--- src/rtl/hazard_controller_pkg.sv ---
// Shared pipeline definitions for the hazard controller: FSM states, forward
// selects, drain length and the operand-match helpers. FORWARDING_EN selects forwarding mode.
package hazard_controller_pkg;

    typedef enum logic [1:0] {
        ST_RUN     = 2'd0,
        ST_DRAIN   = 2'd1,
        ST_HALTED  = 2'd2
    } state_e;

    localparam logic [1:0] FWD_NONE  = 2'b00;
    localparam logic [1:0] FWD_MEM   = 2'b01;
    localparam logic [1:0] FWD_WB    = 2'b10;

    localparam logic [2:0] DRAIN_LEN = 3'd4;

    // $0 is hardwired zero, so it never carries a dependency.
    function automatic logic src_hit(input logic       use_src,
                                     input logic [4:0] src,
                                     input logic       wr_en,
                                     input logic [4:0] dst);
        return use_src && (src != 5'd0) && wr_en && (src == dst);
    endfunction

    function automatic logic [1:0] fwd_sel(input logic [4:0] src,
                                           input logic       we_mem,
                                           input logic [4:0] dst_mem,
                                           input logic       we_wb,
                                           input logic [4:0] dst_wb);
        logic [1:0] sel;
        sel = FWD_NONE;
        if (src_hit(1'b1, src, we_mem, dst_mem))
            sel = FWD_MEM;
        else if (src_hit(1'b1, src, we_wb, dst_wb))
            sel = FWD_WB;
        return sel;
    endfunction

endpackage

--- src/rtl/hazard_controller_if.sv ---
// Pipeline-side signal bundle of the hazard controller; the fwdA_o/fwdB_o
// selects exist only when FORWARDING_EN is defined.
interface hazard_controller_if;
    logic [4:0]  rsD_i;
    logic [4:0]  rtD_i;
    logic        useRsD_i;
    logic        useRtD_i;
    logic        regWriteEx_i;
    logic        memToReadEx_i;
    logic [4:0]  writeAddrEx_i;
    logic [4:0]  rsEx_i;
    logic [4:0]  rtEx_i;
    logic        regWriteMem_i;
    logic [4:0]  writeAddrMem_i;
    logic        regWriteWb_i;
    logic [4:0]  writeAddrWb_i;
    logic        pcSrc_i;
    logic        haltReq_i;
    logic        resume_i;
    logic        clrCnt_i;
    logic        pcWrite_o;
    logic        fdWrite_o;
    logic        fdFlush_o;
    logic        deFlush_o;
    logic        emFlush_o;
    logic        halted_o;
    logic [15:0] stallCnt_o;
    logic [15:0] flushCnt_o;
`ifdef FORWARDING_EN
    logic [1:0]  fwdA_o;
    logic [1:0]  fwdB_o;
`endif

    modport master (
        output rsD_i, rtD_i, useRsD_i, useRtD_i,
               regWriteEx_i, memToReadEx_i, writeAddrEx_i, rsEx_i, rtEx_i,
               regWriteMem_i, writeAddrMem_i, regWriteWb_i, writeAddrWb_i,
               pcSrc_i, haltReq_i, resume_i, clrCnt_i,
        input  pcWrite_o, fdWrite_o, fdFlush_o, deFlush_o, emFlush_o,
               halted_o, stallCnt_o, flushCnt_o
`ifdef FORWARDING_EN
             , fwdA_o, fwdB_o
`endif
    );

    modport slave (
        input  rsD_i, rtD_i, useRsD_i, useRtD_i,
               regWriteEx_i, memToReadEx_i, writeAddrEx_i, rsEx_i, rtEx_i,
               regWriteMem_i, writeAddrMem_i, regWriteWb_i, writeAddrWb_i,
               pcSrc_i, haltReq_i, resume_i, clrCnt_i,
        output pcWrite_o, fdWrite_o, fdFlush_o, deFlush_o, emFlush_o,
               halted_o, stallCnt_o, flushCnt_o
`ifdef FORWARDING_EN
             , fwdA_o, fwdB_o
`endif
    );
endinterface

--- src/rtl/hazard_controller_sat_counter16.sv ---
// 16-bit event counter that sticks at all-ones; clear wins over increment.
module sat_counter16 (
    input  logic        clk_i,
    input  logic        rst_i,
    input  logic        clr_i,
    input  logic        inc_i,
    output logic [15:0] count_o
);
    logic [15:0] count_q, count_d;

    always_comb begin
        count_d = count_q;
        if (clr_i)
            count_d = 16'd0;
        else if (inc_i && (count_q != 16'hFFFF))
            count_d = count_q + 16'd1;
    end

    always_ff @(posedge clk_i or posedge rst_i) begin
        if (rst_i)
            count_q <= 16'd0;
        else
            count_q <= count_d;
    end

    assign count_o = count_q;
endmodule

--- src/rtl/hazard_controller.sv ---
// Pipeline hazard controller: stalls, branch flushes, debug halt drain and
// stall/flush statistics. FORWARDING_EN enables EX operand forwarding.
module hazard_controller
    import hazard_controller_pkg::*;
(
    input  logic         clk_i,
    input  logic         rst_i,
    hazard_controller_if.slave hz
);
    state_e      state_q, state_d;
    logic [2:0]  drain_q, drain_d;
    logic        rs_ex_hit, rt_ex_hit;
    logic        hazard;
    logic        stall_evt;
    logic        pc_write, fd_write, fd_flush, de_flush, em_flush, halted;
    logic [15:0] stall_cnt, flush_cnt;

    assign rs_ex_hit = src_hit(hz.useRsD_i, hz.rsD_i, hz.regWriteEx_i, hz.writeAddrEx_i);
    assign rt_ex_hit = src_hit(hz.useRtD_i, hz.rtD_i, hz.regWriteEx_i, hz.writeAddrEx_i);

`ifdef FORWARDING_EN
    // Only a load result is too late to forward into the next instruction.
    assign hazard = hz.memToReadEx_i && (rs_ex_hit || rt_ex_hit);

    assign hz.fwdA_o = rst_i ? FWD_NONE : fwd_sel(hz.rsEx_i, hz.regWriteMem_i, hz.writeAddrMem_i,
                                                  hz.regWriteWb_i, hz.writeAddrWb_i);
    assign hz.fwdB_o = rst_i ? FWD_NONE : fwd_sel(hz.rtEx_i, hz.regWriteMem_i, hz.writeAddrMem_i,
                                                  hz.regWriteWb_i, hz.writeAddrWb_i);
`else
    logic rs_mem_hit, rt_mem_hit;
    logic unused_fwd_inputs;

    assign rs_mem_hit = src_hit(hz.useRsD_i, hz.rsD_i, hz.regWriteMem_i, hz.writeAddrMem_i);
    assign rt_mem_hit = src_hit(hz.useRtD_i, hz.rtD_i, hz.regWriteMem_i, hz.writeAddrMem_i);
    assign hazard     = rs_ex_hit || rt_ex_hit || rs_mem_hit || rt_mem_hit;

    assign unused_fwd_inputs = ^{hz.memToReadEx_i, hz.rsEx_i, hz.rtEx_i,
                                 hz.regWriteWb_i, hz.writeAddrWb_i};
`endif

    always_ff @(posedge clk_i or posedge rst_i) begin
        if (rst_i) begin
            state_q <= ST_RUN;
            drain_q <= 3'd0;
        end else begin
            state_q <= state_d;
            drain_q <= drain_d;
        end
    end

    always_comb begin
        state_d   = state_q;
        drain_d   = drain_q;
        pc_write  = 1'b1;
        fd_write  = 1'b1;
        fd_flush  = 1'b0;
        de_flush  = 1'b0;
        em_flush  = 1'b0;
        halted    = 1'b0;
        stall_evt = 1'b0;

        case (state_q)
            ST_RUN: begin
                if (hz.haltReq_i && !hz.pcSrc_i) begin
                    state_d = ST_DRAIN;
                    drain_d = 3'd0;
                end
            end
            ST_DRAIN: begin
                pc_write = 1'b0;
                fd_flush = 1'b1;
                if (hz.pcSrc_i) begin
                    drain_d = 3'd0;
                end else begin
                    drain_d = drain_q + 3'd1;
                    if (drain_d == DRAIN_LEN)
                        state_d = ST_HALTED;
                end
            end
            ST_HALTED: begin
                halted   = 1'b1;
                pc_write = 1'b0;
                fd_write = 1'b0;
                fd_flush = 1'b1;
                de_flush = 1'b1;
                em_flush = 1'b1;
                if (hz.resume_i)
                    state_d = ST_RUN;
            end
            default: begin
                state_d = ST_RUN;
                drain_d = 3'd0;
            end
        endcase

        // A taken branch squashes the dependent instruction, so its stall is moot.
        if (state_q != ST_HALTED) begin
            if (hz.pcSrc_i) begin
                pc_write = 1'b1;
                fd_flush = 1'b1;
                de_flush = 1'b1;
                em_flush = 1'b1;
            end else if (hazard) begin
                pc_write  = 1'b0;
                fd_write  = 1'b0;
                de_flush  = 1'b1;
                stall_evt = 1'b1;
            end
        end
    end

    assign hz.pcWrite_o = pc_write && !rst_i;
    assign hz.fdWrite_o = fd_write && !rst_i;
    assign hz.fdFlush_o = fd_flush || rst_i;
    assign hz.deFlush_o = de_flush || rst_i;
    assign hz.emFlush_o = em_flush || rst_i;
    assign hz.halted_o  = halted && !rst_i;

    sat_counter16 u_stall_cnt (
        .clk_i   (clk_i),
        .rst_i   (rst_i),
        .clr_i   (hz.clrCnt_i),
        .inc_i   (stall_evt),
        .count_o (stall_cnt)
    );

    sat_counter16 u_flush_cnt (
        .clk_i   (clk_i),
        .rst_i   (rst_i),
        .clr_i   (hz.clrCnt_i),
        .inc_i   (hz.pcSrc_i),
        .count_o (flush_cnt)
    );

    assign hz.stallCnt_o = stall_cnt;
    assign hz.flushCnt_o = flush_cnt;
endmodule

--- src/flat_wrapper.sv ---
// flat-port wrapper written by rule: the top's interface ports become plain ports
module hazard_controller_flat import hazard_controller_pkg::*;
  (clk_i, rst_i, hz_rsD_i, hz_rtD_i, hz_useRsD_i, hz_useRtD_i, hz_regWriteEx_i, hz_memToReadEx_i, hz_writeAddrEx_i, hz_rsEx_i, hz_rtEx_i, hz_regWriteMem_i, hz_writeAddrMem_i, hz_regWriteWb_i, hz_writeAddrWb_i, hz_pcSrc_i, hz_haltReq_i, hz_resume_i, hz_clrCnt_i, hz_pcWrite_o, hz_fdWrite_o, hz_fdFlush_o, hz_deFlush_o, hz_emFlush_o, hz_halted_o, hz_stallCnt_o, hz_flushCnt_o);
  hazard_controller_if hz_i ();
  input  logic clk_i;
  input  logic rst_i;
  input wire logic [$bits(hz_i.rsD_i)-1:0] hz_rsD_i;
  input wire logic [$bits(hz_i.rtD_i)-1:0] hz_rtD_i;
  input wire logic [$bits(hz_i.useRsD_i)-1:0] hz_useRsD_i;
  input wire logic [$bits(hz_i.useRtD_i)-1:0] hz_useRtD_i;
  input wire logic [$bits(hz_i.regWriteEx_i)-1:0] hz_regWriteEx_i;
  input wire logic [$bits(hz_i.memToReadEx_i)-1:0] hz_memToReadEx_i;
  input wire logic [$bits(hz_i.writeAddrEx_i)-1:0] hz_writeAddrEx_i;
  input wire logic [$bits(hz_i.rsEx_i)-1:0] hz_rsEx_i;
  input wire logic [$bits(hz_i.rtEx_i)-1:0] hz_rtEx_i;
  input wire logic [$bits(hz_i.regWriteMem_i)-1:0] hz_regWriteMem_i;
  input wire logic [$bits(hz_i.writeAddrMem_i)-1:0] hz_writeAddrMem_i;
  input wire logic [$bits(hz_i.regWriteWb_i)-1:0] hz_regWriteWb_i;
  input wire logic [$bits(hz_i.writeAddrWb_i)-1:0] hz_writeAddrWb_i;
  input wire logic [$bits(hz_i.pcSrc_i)-1:0] hz_pcSrc_i;
  input wire logic [$bits(hz_i.haltReq_i)-1:0] hz_haltReq_i;
  input wire logic [$bits(hz_i.resume_i)-1:0] hz_resume_i;
  input wire logic [$bits(hz_i.clrCnt_i)-1:0] hz_clrCnt_i;
  output wire logic [$bits(hz_i.pcWrite_o)-1:0] hz_pcWrite_o;
  output wire logic [$bits(hz_i.fdWrite_o)-1:0] hz_fdWrite_o;
  output wire logic [$bits(hz_i.fdFlush_o)-1:0] hz_fdFlush_o;
  output wire logic [$bits(hz_i.deFlush_o)-1:0] hz_deFlush_o;
  output wire logic [$bits(hz_i.emFlush_o)-1:0] hz_emFlush_o;
  output wire logic [$bits(hz_i.halted_o)-1:0] hz_halted_o;
  output wire logic [$bits(hz_i.stallCnt_o)-1:0] hz_stallCnt_o;
  output wire logic [$bits(hz_i.flushCnt_o)-1:0] hz_flushCnt_o;
  assign hz_i.rsD_i = hz_rsD_i;
  assign hz_i.rtD_i = hz_rtD_i;
  assign hz_i.useRsD_i = hz_useRsD_i;
  assign hz_i.useRtD_i = hz_useRtD_i;
  assign hz_i.regWriteEx_i = hz_regWriteEx_i;
  assign hz_i.memToReadEx_i = hz_memToReadEx_i;
  assign hz_i.writeAddrEx_i = hz_writeAddrEx_i;
  assign hz_i.rsEx_i = hz_rsEx_i;
  assign hz_i.rtEx_i = hz_rtEx_i;
  assign hz_i.regWriteMem_i = hz_regWriteMem_i;
  assign hz_i.writeAddrMem_i = hz_writeAddrMem_i;
  assign hz_i.regWriteWb_i = hz_regWriteWb_i;
  assign hz_i.writeAddrWb_i = hz_writeAddrWb_i;
  assign hz_i.pcSrc_i = hz_pcSrc_i;
  assign hz_i.haltReq_i = hz_haltReq_i;
  assign hz_i.resume_i = hz_resume_i;
  assign hz_i.clrCnt_i = hz_clrCnt_i;
  assign hz_pcWrite_o = hz_i.pcWrite_o;
  assign hz_fdWrite_o = hz_i.fdWrite_o;
  assign hz_fdFlush_o = hz_i.fdFlush_o;
  assign hz_deFlush_o = hz_i.deFlush_o;
  assign hz_emFlush_o = hz_i.emFlush_o;
  assign hz_halted_o = hz_i.halted_o;
  assign hz_stallCnt_o = hz_i.stallCnt_o;
  assign hz_flushCnt_o = hz_i.flushCnt_o;
  hazard_controller u_core (.clk_i(clk_i), .rst_i(rst_i), .hz(hz_i));
endmodule
--- config.mk ---
export PLATFORM = sky130hd
export DESIGN_NAME = hazard_controller_flat
export DESIGN_NICKNAME = d
export VERILOG_FILES = /design/src/rtl/hazard_controller_pkg.sv /design/src/rtl/hazard_controller_if.sv /design/src/rtl/hazard_controller_sat_counter16.sv /design/src/rtl/hazard_controller.sv /design/src/flat_wrapper.sv
export SDC_FILE = /design/constraint.sdc
export NUM_CORES = 1
export LEC_CHECK = 0
export CAP_MARGIN = 20
export CORE_MARGIN = 3
export CORE_UTILIZATION = 36
export DETAILED_ROUTE_END_ITERATION = 10
export GPL_ROUTABILITY_DRIVEN = 0
export GPL_TIMING_DRIVEN = 0
export PLACE_DENSITY = 0.66
export SETUP_SLACK_MARGIN = 0.02
export SLEW_MARGIN = 20
export SYNTH_ARGS = -nofsm -noshare
export SYNTH_HDL_FRONTEND = slang
export SYNTH_SLANG_ARGS = --single-unit
--- constraint.sdc ---
create_clock -name clk_i -period 3.62 [get_ports clk_i]
set_input_delay 0.724 -clock clk_i [delete_from_list [all_inputs] [get_ports clk_i]]
set_output_delay 0.724 -clock clk_i [all_outputs]
set_load 0.1 [all_outputs]
# Yosys cells after proc, flatten, opt, wreduce, memory -nomap -nowiden
# Index checks and enable logic that the tools add are counted.
# W data, S select, Z words.
totals:
  reg_bits: 37
  input_bits: 47
  output_inout_bits: 38
  wordCells: 86
op_classes:
  addsub: 3
  eq_ne: 14
  muxes: 32
  n_bitwise: 1
  reduce_logical: 32
op_table:
  columns: ["operator", "n"]
  rows:
  - ["$mux W16", 4]
  - ["$add A16 B1 Y16 const B", 2]
  - ["$ne A16 B16 Y1 const B", 2]
  - ["$eq A5 B5 Y1", 4]
  - ["$mux W1", 20]
  - ["$logic_and A1 B1 Y1", 16]
  - ["$reduce_bool A5 Y1", 2]
  - ["$pmux W3 S3", 1]
  - ["$mux W2", 4]
  - ["$logic_or A1 B1 Y1", 6]
  - ["$mux W3", 2]
  - ["$ne A2 B2 Y1 const B", 3]
  - ["$pmux W2 S3", 1]
  - ["$ne A2 B1 Y1 const B", 2]
  - ["$reduce_and A4 Y1", 1]
  - ["$reduce_bool A2 Y1", 2]
  - ["$add A3 B1 Y3 const B", 1]
  - ["$eq A3 B3 Y1 const B", 1]
  - ["$eq A2 B1 Y1 const B", 1]
  - ["$eq A2 B2 Y1 const B", 1]
  - ["$logic_not A1 Y1", 2]
  - ["$logic_not A2 Y1", 1]
  - ["$reduce_and A2 Y1", 1]
  - ["$reduce_or A2 Y1", 1]
  - ["$not A1 Y1", 1]

# Logic depth before layout (Yosys ltp)
# Gate-level depths: netlist of run 1.
logic_depth:
  ltp_word: 13
  mapped_depth: 8
  ltp_nobuf: 7

# Hierarchy
# Synthesis of run 1 repeated with hierarchy kept, for this count alone.
unflattened:
  cells_unflattened: 285
  hier_area_um2: 2528.7
modules_own_cells:
  columns: ["mod", "n_inst", "cells_each", "area_each_um2", "seq_area_each_um2"]
  rows:
  - ["sat_counter16", 2, 101, 932.1, 400.4]
  - ["hazard_controller", 1, 83, 664.4, 125.1]

# Worst setup path before layout of run 1
# Ideal clock, no wire load.
synth_timing:
  kind: "input to output"
  start: "input port hz_rtD_i[0]"
  end: "output port hz_pcWrite_o"
  arrival_time_ns: 3.966
  required_ns: 2.896
  path_slack_ns: -1.070
  cell_stages: 4
  n_path_buf: 0
  path_cell_list: "or4_1 o21a_1 a32o_1 a221oi_1"
synth_between:
  elab_chain_cells: 11
  elab_cells_between_ends: 15
  cone_classes: "eq/ne: 2; mux: 3; reduce/logical: 10"
synth_rtl:
  columns: ["item", "line_no", "text"]
  rows:
  - ["from (decl)", "flat_wrapper.sv:8", "input wire logic [$bits(hz_i.rtD_i)-1:0] hz_rtD_i;"]
  - ["$reduce_bool A5 Y1", "hazard_controller_pkg.sv:22", "return use_src && (src != 5'd0) && wr_en && (src == dst);"]
  - ["$logic_and A1 B1 Y1 (3 in a row)", "hazard_controller_pkg.sv:22", null]
  - ["$logic_or A1 B1 Y1 (2 in a row)", "hazard_controller.sv:35", "assign hazard = rs_ex_hit || rt_ex_hit || rs_mem_hit || rt_mem_hit;"]
  - ["$logic_or A1 B1 Y1 *", "hazard_controller.sv:35", null]
  - ["$mux W1 *", "hazard_controller.sv:103", "end else if (hazard) begin"]
  - ["$mux W1 *", "hazard_controller.sv:98", "if (hz.pcSrc_i) begin"]
  - ["$mux W1 *", "hazard_controller.sv:97", "if (state_q != ST_HALTED) begin"]
  - ["$logic_and A1 B1 Y1 *", "hazard_controller.sv:112", "assign hz.pcWrite_o = pc_write && !rst_i;"]
  - ["to (decl)", "flat_wrapper.sv:24", "output wire logic [$bits(hz_i.pcWrite_o)-1:0] hz_pcWrite_o;"]
# Every way passes the cells marked *; elsewhere a longest branch is shown, timed or not.

# Worst setup path in the final report of run 1
layout_timing:
  start: "input port hz_rtD_i[2]"
  end: "output port hz_pcWrite_o"
# Same word-level chain as after synthesis.

==> metrics.txt, run 1 <==
# TYPE chip_impl_metric gauge
chip_impl_metric{name="antenna_found_initial",unit=""} 0
chip_impl_info{name="dominant_combinational_cell_family_by_area_after_synthesis",value="simple AND/OR/NAND/NOR gates"} 1
chip_impl_metric{name="clock_sinks",unit=""} 37
chip_impl_metric{name="core.rowCount",unit=""} 29
chip_impl_info{name="rsz0062_at_grt",value="false"} 1
chip_impl_metric{name="grt_usage",unit="%"} 16.6
chip_impl_metric{name="timing_max_transition_violations_final",unit=""} 0
chip_impl_metric{name="hpwlAfterDp",unit="um"} 4830
chip_impl_metric{name="vdd_drop_max",unit="V"} 0.000173
chip_impl_metric{name="crit_required",unit="ns"} 2.90
chip_impl_metric{name="critPathArrivalTime",unit="ns"} 2.80
chip_impl_metric{name="post-route-period-util",unit="%"} 97.3
chip_impl_metric{name="postSynth.asyncResetShare",unit="%"} 100
chip_impl_info{name="tritoncts",value="built"} 1
chip_impl_metric{name="initial_core_util",unit="%"} 37.7
chip_impl_info{name="regToRegStartpoint",value="u_core.u_stall_cnt.count_o[3]$_DFFE_PP0P_"} 1
chip_impl_metric{name="post-route-drc-count",unit=""} 0
chip_impl_metric{name="io_buffer_count",unit=""} 66
chip_impl_metric{name="grt_first_pass_wirelength",unit="um"} 10200
chip_impl_metric{name="num-nets-final",unit=""} 404
chip_impl_metric{name="syn-mean-instance-area",unit="um2"} 8.84
chip_impl_metric{name="antennaDiodeCount",unit=""} 0
chip_impl_metric{name="drt_iter0_markers",unit=""} 133
chip_impl_metric{name="slew-limit-headroom",unit="%"} 34.4
chip_impl_info{name="min-delay-start",value="u_core.drain_q[0]$_DFFE_PP0P_"} 1
chip_impl_info{name="synth_top_flop_cell",value="sky130_fd_sc_hd__dfrtp_1"} 1
chip_impl_metric{name="ff2ff_setup_slack",unit="ns"} 1.48
chip_impl_metric{name="max-clock-path-buffers",unit=""} 2
chip_impl_metric{name="timing.clock.skew",unit="ns"} 0.00791
chip_impl_metric{name="grt-ovfl-total",unit=""} 0
chip_impl_metric{name="yosys.area_share.adder",unit="%"} 3.62
chip_impl_info{name="clock-root-buffer",value="sky130_fd_sc_hd__clkbuf_8"} 1
chip_impl_metric{name="power_leakage",unit="nW"} 1.31
chip_impl_info{name="worst_hold_path_type",value="register to register"} 1
chip_impl_metric{name="gate_count_post_synth",unit=""} 274
chip_impl_metric{name="worstRegToRegCells",unit=""} 6
chip_impl_metric{name="finalHoldViolCount",unit=""} 0
chip_impl_metric{name="dpl_cell_area",unit="um2"} 3220
chip_impl_metric{name="chipHeight",unit="um"} 88.0
chip_impl_metric{name="yosysWarningCount",unit=""} 0
chip_impl_metric{name="tightestPinTransition",unit="ns"} 0.982
chip_impl_info{name="top_layer_used",value="met4"} 1
chip_impl_info{name="rr_endpoint",value="u_core.u_stall_cnt.count_o[0]$_DFFE_PP0P_"} 1
chip_impl_metric{name="routed-wl-met3",unit="um"} 450
chip_impl_metric{name="synthSimpleGateAreaFrac",unit="%"} 27.9
chip_impl_metric{name="synth_cell_types",unit=""} 44
chip_impl_metric{name="path_clk_slew",unit="ns"} 0.07
chip_impl_metric{name="pwr_density",unit="nW/um2"} 303
chip_impl_metric{name="synth_seq_area_share",unit="%"} 38.2
chip_impl_metric{name="synth-edff-count",unit=""} 0
chip_impl_metric{name="critical_path_peak_fanout",unit=""} 3
chip_impl_metric{name="timing.fmax",unit="MHz"} 284
chip_impl_metric{name="cts-buffers-inserted",unit=""} 5
chip_impl_metric{name="fin_worst_hold_slack",unit="ns"} 0.515
chip_impl_info{name="cp-end-kind",value="output pin"} 1
chip_impl_metric{name="area_delta_synth_final",unit="%"} 37.0
chip_impl_metric{name="detailroute.via_count",unit=""} 2309
chip_impl_metric{name="post_synth_instance_area",unit="um2"} 2420
chip_impl_metric{name="finalInstanceArea",unit="um2"} 3320
chip_impl_metric{name="core_area",unit="um2"} 6420
chip_impl_metric{name="yosys-mux-area-fraction",unit="%"} 3.31
chip_impl_metric{name="number_of_iterations_in_the_first_detailed_routing_pass",unit=""} 4
chip_impl_metric{name="fin_crit_period",unit="ns"} 3.52
chip_impl_metric{name="maxCapViolCount",unit=""} 0
chip_impl_metric{name="synth_compound_gate_area_share",unit="%"} 10.7
chip_impl_info{name="result_of_the_run",value="complete, no violations"} 1
chip_impl_metric{name="cts-htree-levels",unit=""} 2
chip_impl_metric{name="wl_met1",unit="um"} 2930
chip_impl_info{name="timing.hold.worst_endpoint",value="u_core.drain_q[0]$_DFFE_PP0P_"} 1
chip_impl_metric{name="finalSetupViolCount",unit=""} 0
chip_impl_metric{name="postRouteWirelength",unit="um"} 6390
chip_impl_metric{name="hold_path_depth",unit=""} 1
chip_impl_metric{name="yosys.area_share.xor_xnor",unit="%"} 12.7
chip_impl_metric{name="layout-drive-gt1-share",unit="%"} 8.29
chip_impl_metric{name="post_drt_wl_per_cell",unit="um"} 15.0
chip_impl_metric{name="io_pins",unit=""} 85
chip_impl_metric{name="synth.ff_latch_count",unit=""} 37
chip_impl_metric{name="wl_met2",unit="um"} 2940
chip_impl_info{name="cp-start-kind",value="input pin"} 1
chip_impl_metric{name="worstSkewPairLatency",unit="ns"} 0.29
chip_impl_metric{name="syn_nets",unit=""} 328
chip_impl_metric{name="layout.filler_cells",unit=""} 621
chip_impl_metric{name="avgViaCountPerCell",unit=""} 5.41
chip_impl_metric{name="via_count_of_the_first_global_routing_pass",unit=""} 2200
chip_impl_metric{name="floorplan.die.width",unit="um"} 88.0
chip_impl_metric{name="grt_max_degree",unit=""} 29
chip_impl_metric{name="die-area",unit="um2"} 7740
chip_impl_info{name="setup.worst_path.class",value="input pin to output pin"} 1
chip_impl_metric{name="detail-route-antenna-nets",unit=""} 0
[worst max-delay path, stage by stage]
cell,delay (ns)
sky130_fd_sc_hd__clkdlybuf4s50_1,0.47
sky130_fd_sc_hd__or4_1,0.50
sky130_fd_sc_hd__o21a_1,0.22
sky130_fd_sc_hd__a32o_1,0.27
sky130_fd_sc_hd__a221oi_4,0.27
sky130_fd_sc_hd__buf_4,0.33
[stage by stage]
step	setup TNS, ns	instances	setup slack [ns]	util [%]	power, mW
2_1_floorplan	0	274	0.128	-	0.631
3_3_place_gp	-2.71	417	-1.04	49.8	0.713
3_5_place_dp	-2.79	418	-1.05	50.1	0.721
4_1_cts	0	425	0.0492	51.5	1.02
5_1_grt	0	427	0.0406	51.6	1.06
6_report	0	427	0.0995	51.6	1.00
[power by group]
part	leakage (nW)	switching [mW]	total, mW	internal (mW)
clock network	0.0443	0.142	0.293	0.151
logic	0.754	0.166	0.266	0.101
registers	0.513	0.0152	0.445	0.430
[how the worst max path moves through the flow]
stage	start	endpoint	slack (ns)	cells past startpoint
6_report	hz_rtD_i[2]	hz_pcWrite_o	0.1	6
5_1_grt	hz_rtD_i[2]	hz_pcWrite_o	0.04	6
4_1_cts	hz_rtD_i[2]	hz_fdWrite_o	0.05	7
3_5_place_dp	hz_rtD_i[0]	hz_fdWrite_o	-1.05	7
3_3_place_gp	hz_rtD_i[0]	hz_fdWrite_o	-1.04	7
2_1_floorplan	hz_rtD_i[0]	hz_fdWrite_o	0.13	5
[logic make-up after synthesis]
family | after synthesis
flip-flops | 37
multiplexers | 7
XOR/XNOR | 35
AO/OA/AOI/OAI | 39
adder cells (fa/ha/maj) | 7
AND/OR/NAND/NOR | 129
buffers and inverters | 20
[layout make-up]
type / instances / area [um2] / share of cell area [%]
buffer: 10 / 55.1 / 1.66
clock buffer: 7 / 86.3 / 2.60
inverter: 10 / 37.5 / 1.13
multi-input combinational: 217 / 1430 / 43.0
sequential: 37 / 926 / 27.9
tap: 77 / 96.3 / 2.90
timing repair buffer: 69 / 689 / 20.8
[cells in the final DEF (no fill, tap or decap), types with 2 or more instances in the layout]
| cell type | instances |
|---|---|
| sky130_fd_sc_hd__ha_1 | 7 |
| sky130_fd_sc_hd__buf_4 | 3 |
| sky130_fd_sc_hd__inv_1 | 9 |
| sky130_fd_sc_hd__nand2b_1 | 2 |
| sky130_fd_sc_hd__nand4_1 | 14 |
| sky130_fd_sc_hd__dfrtp_1 | 37 |
| sky130_fd_sc_hd__clkbuf_1 | 7 |
| sky130_fd_sc_hd__and4_1 | 2 |
| sky130_fd_sc_hd__nor2b_1 | 6 |
| sky130_fd_sc_hd__o21ai_0 | 13 |
| sky130_fd_sc_hd__dlygate4sd2_1 | 3 |
| sky130_fd_sc_hd__clkdlybuf4s50_1 | 59 |
| sky130_fd_sc_hd__nand3_1 | 18 |
| sky130_fd_sc_hd__a21oi_1 | 12 |
| sky130_fd_sc_hd__buf_6 | 2 |
| sky130_fd_sc_hd__nor2_1 | 28 |
| sky130_fd_sc_hd__mux2i_1 | 2 |
| sky130_fd_sc_hd__mux2_2 | 4 |
| sky130_fd_sc_hd__xor2_1 | 14 |
| sky130_fd_sc_hd__xnor2_1 | 21 |
| sky130_fd_sc_hd__and3_1 | 3 |
| sky130_fd_sc_hd__buf_12 | 2 |
| sky130_fd_sc_hd__nand2_1 | 25 |
| sky130_fd_sc_hd__buf_2 | 3 |
| sky130_fd_sc_hd__nor3_1 | 5 |
| sky130_fd_sc_hd__o22ai_1 | 2 |
| sky130_fd_sc_hd__and2_0 | 2 |
| sky130_fd_sc_hd__or3_1 | 9 |
| sky130_fd_sc_hd__o31ai_1 | 2 |
| sky130_fd_sc_hd__nor4_1 | 3 |
| sky130_fd_sc_hd__nor4b_1 | 2 |
| sky130_fd_sc_hd__clkbuf_8 | 6 |
| sky130_fd_sc_hd__or4_1 | 5 |
[routing by layer]
metal / vias up / GRT usage, %
li1: 1121 / -
met1: 1106 / 22.2
met2: 76 / 26.8
met3: 6 / 3.86
met4: 0 / 5.02
met5: - / 0
[synthesized netlist by cell type, types with 7 or more instances]
master	count	area share (%)
sky130_fd_sc_hd__nand3_1	18	3.7
sky130_fd_sc_hd__xor2_1	14	5.1
sky130_fd_sc_hd__or3_1	9	2.3
sky130_fd_sc_hd__nand4_1	14	3.6
sky130_fd_sc_hd__nor2_1	28	4.3
sky130_fd_sc_hd__xnor2_1	21	7.6
sky130_fd_sc_hd__dfrtp_1	37	38
sky130_fd_sc_hd__o21ai_0	13	2.7
sky130_fd_sc_hd__ha_1	7	3.6
sky130_fd_sc_hd__a21oi_1	12	2.5
sky130_fd_sc_hd__nand2_1	25	3.9
sky130_fd_sc_hd__inv_1	10	1.6
[registers in the layout, summed over array words and instances, names as in the netlist]
register,cells
u_core.u_flush_cnt.count_o,16
u_core.u_stall_cnt.count_o,16
u_core.drain_q,3
u_core.state_q,2
[repair_timing]
action / 4_1_cts / 5_1_grt
setup endpoints to repair: 5 / 2
hold buffers: 0 / 0
gates resized for setup: 26 / 2
pin swaps: 1 / 1
setup buffers: 0 / 2
Note: power is estimated with default switching activity, not from simulation.
==> inputs of run 2 (changes only) <==
--- a/config.mk
+++ b/config.mk
@@ -8,6 +8,7 @@
 export CAP_MARGIN = 20
 export CORE_MARGIN = 3
 export CORE_UTILIZATION = 36
+export CTS_CLUSTER_SIZE = 28
 export DETAILED_ROUTE_END_ITERATION = 10
 export GPL_ROUTABILITY_DRIVEN = 0
 export GPL_TIMING_DRIVEN = 0
==> results of run 2 <==
Same layout as run 1: the final DEF is identical, and so are final timing and power.
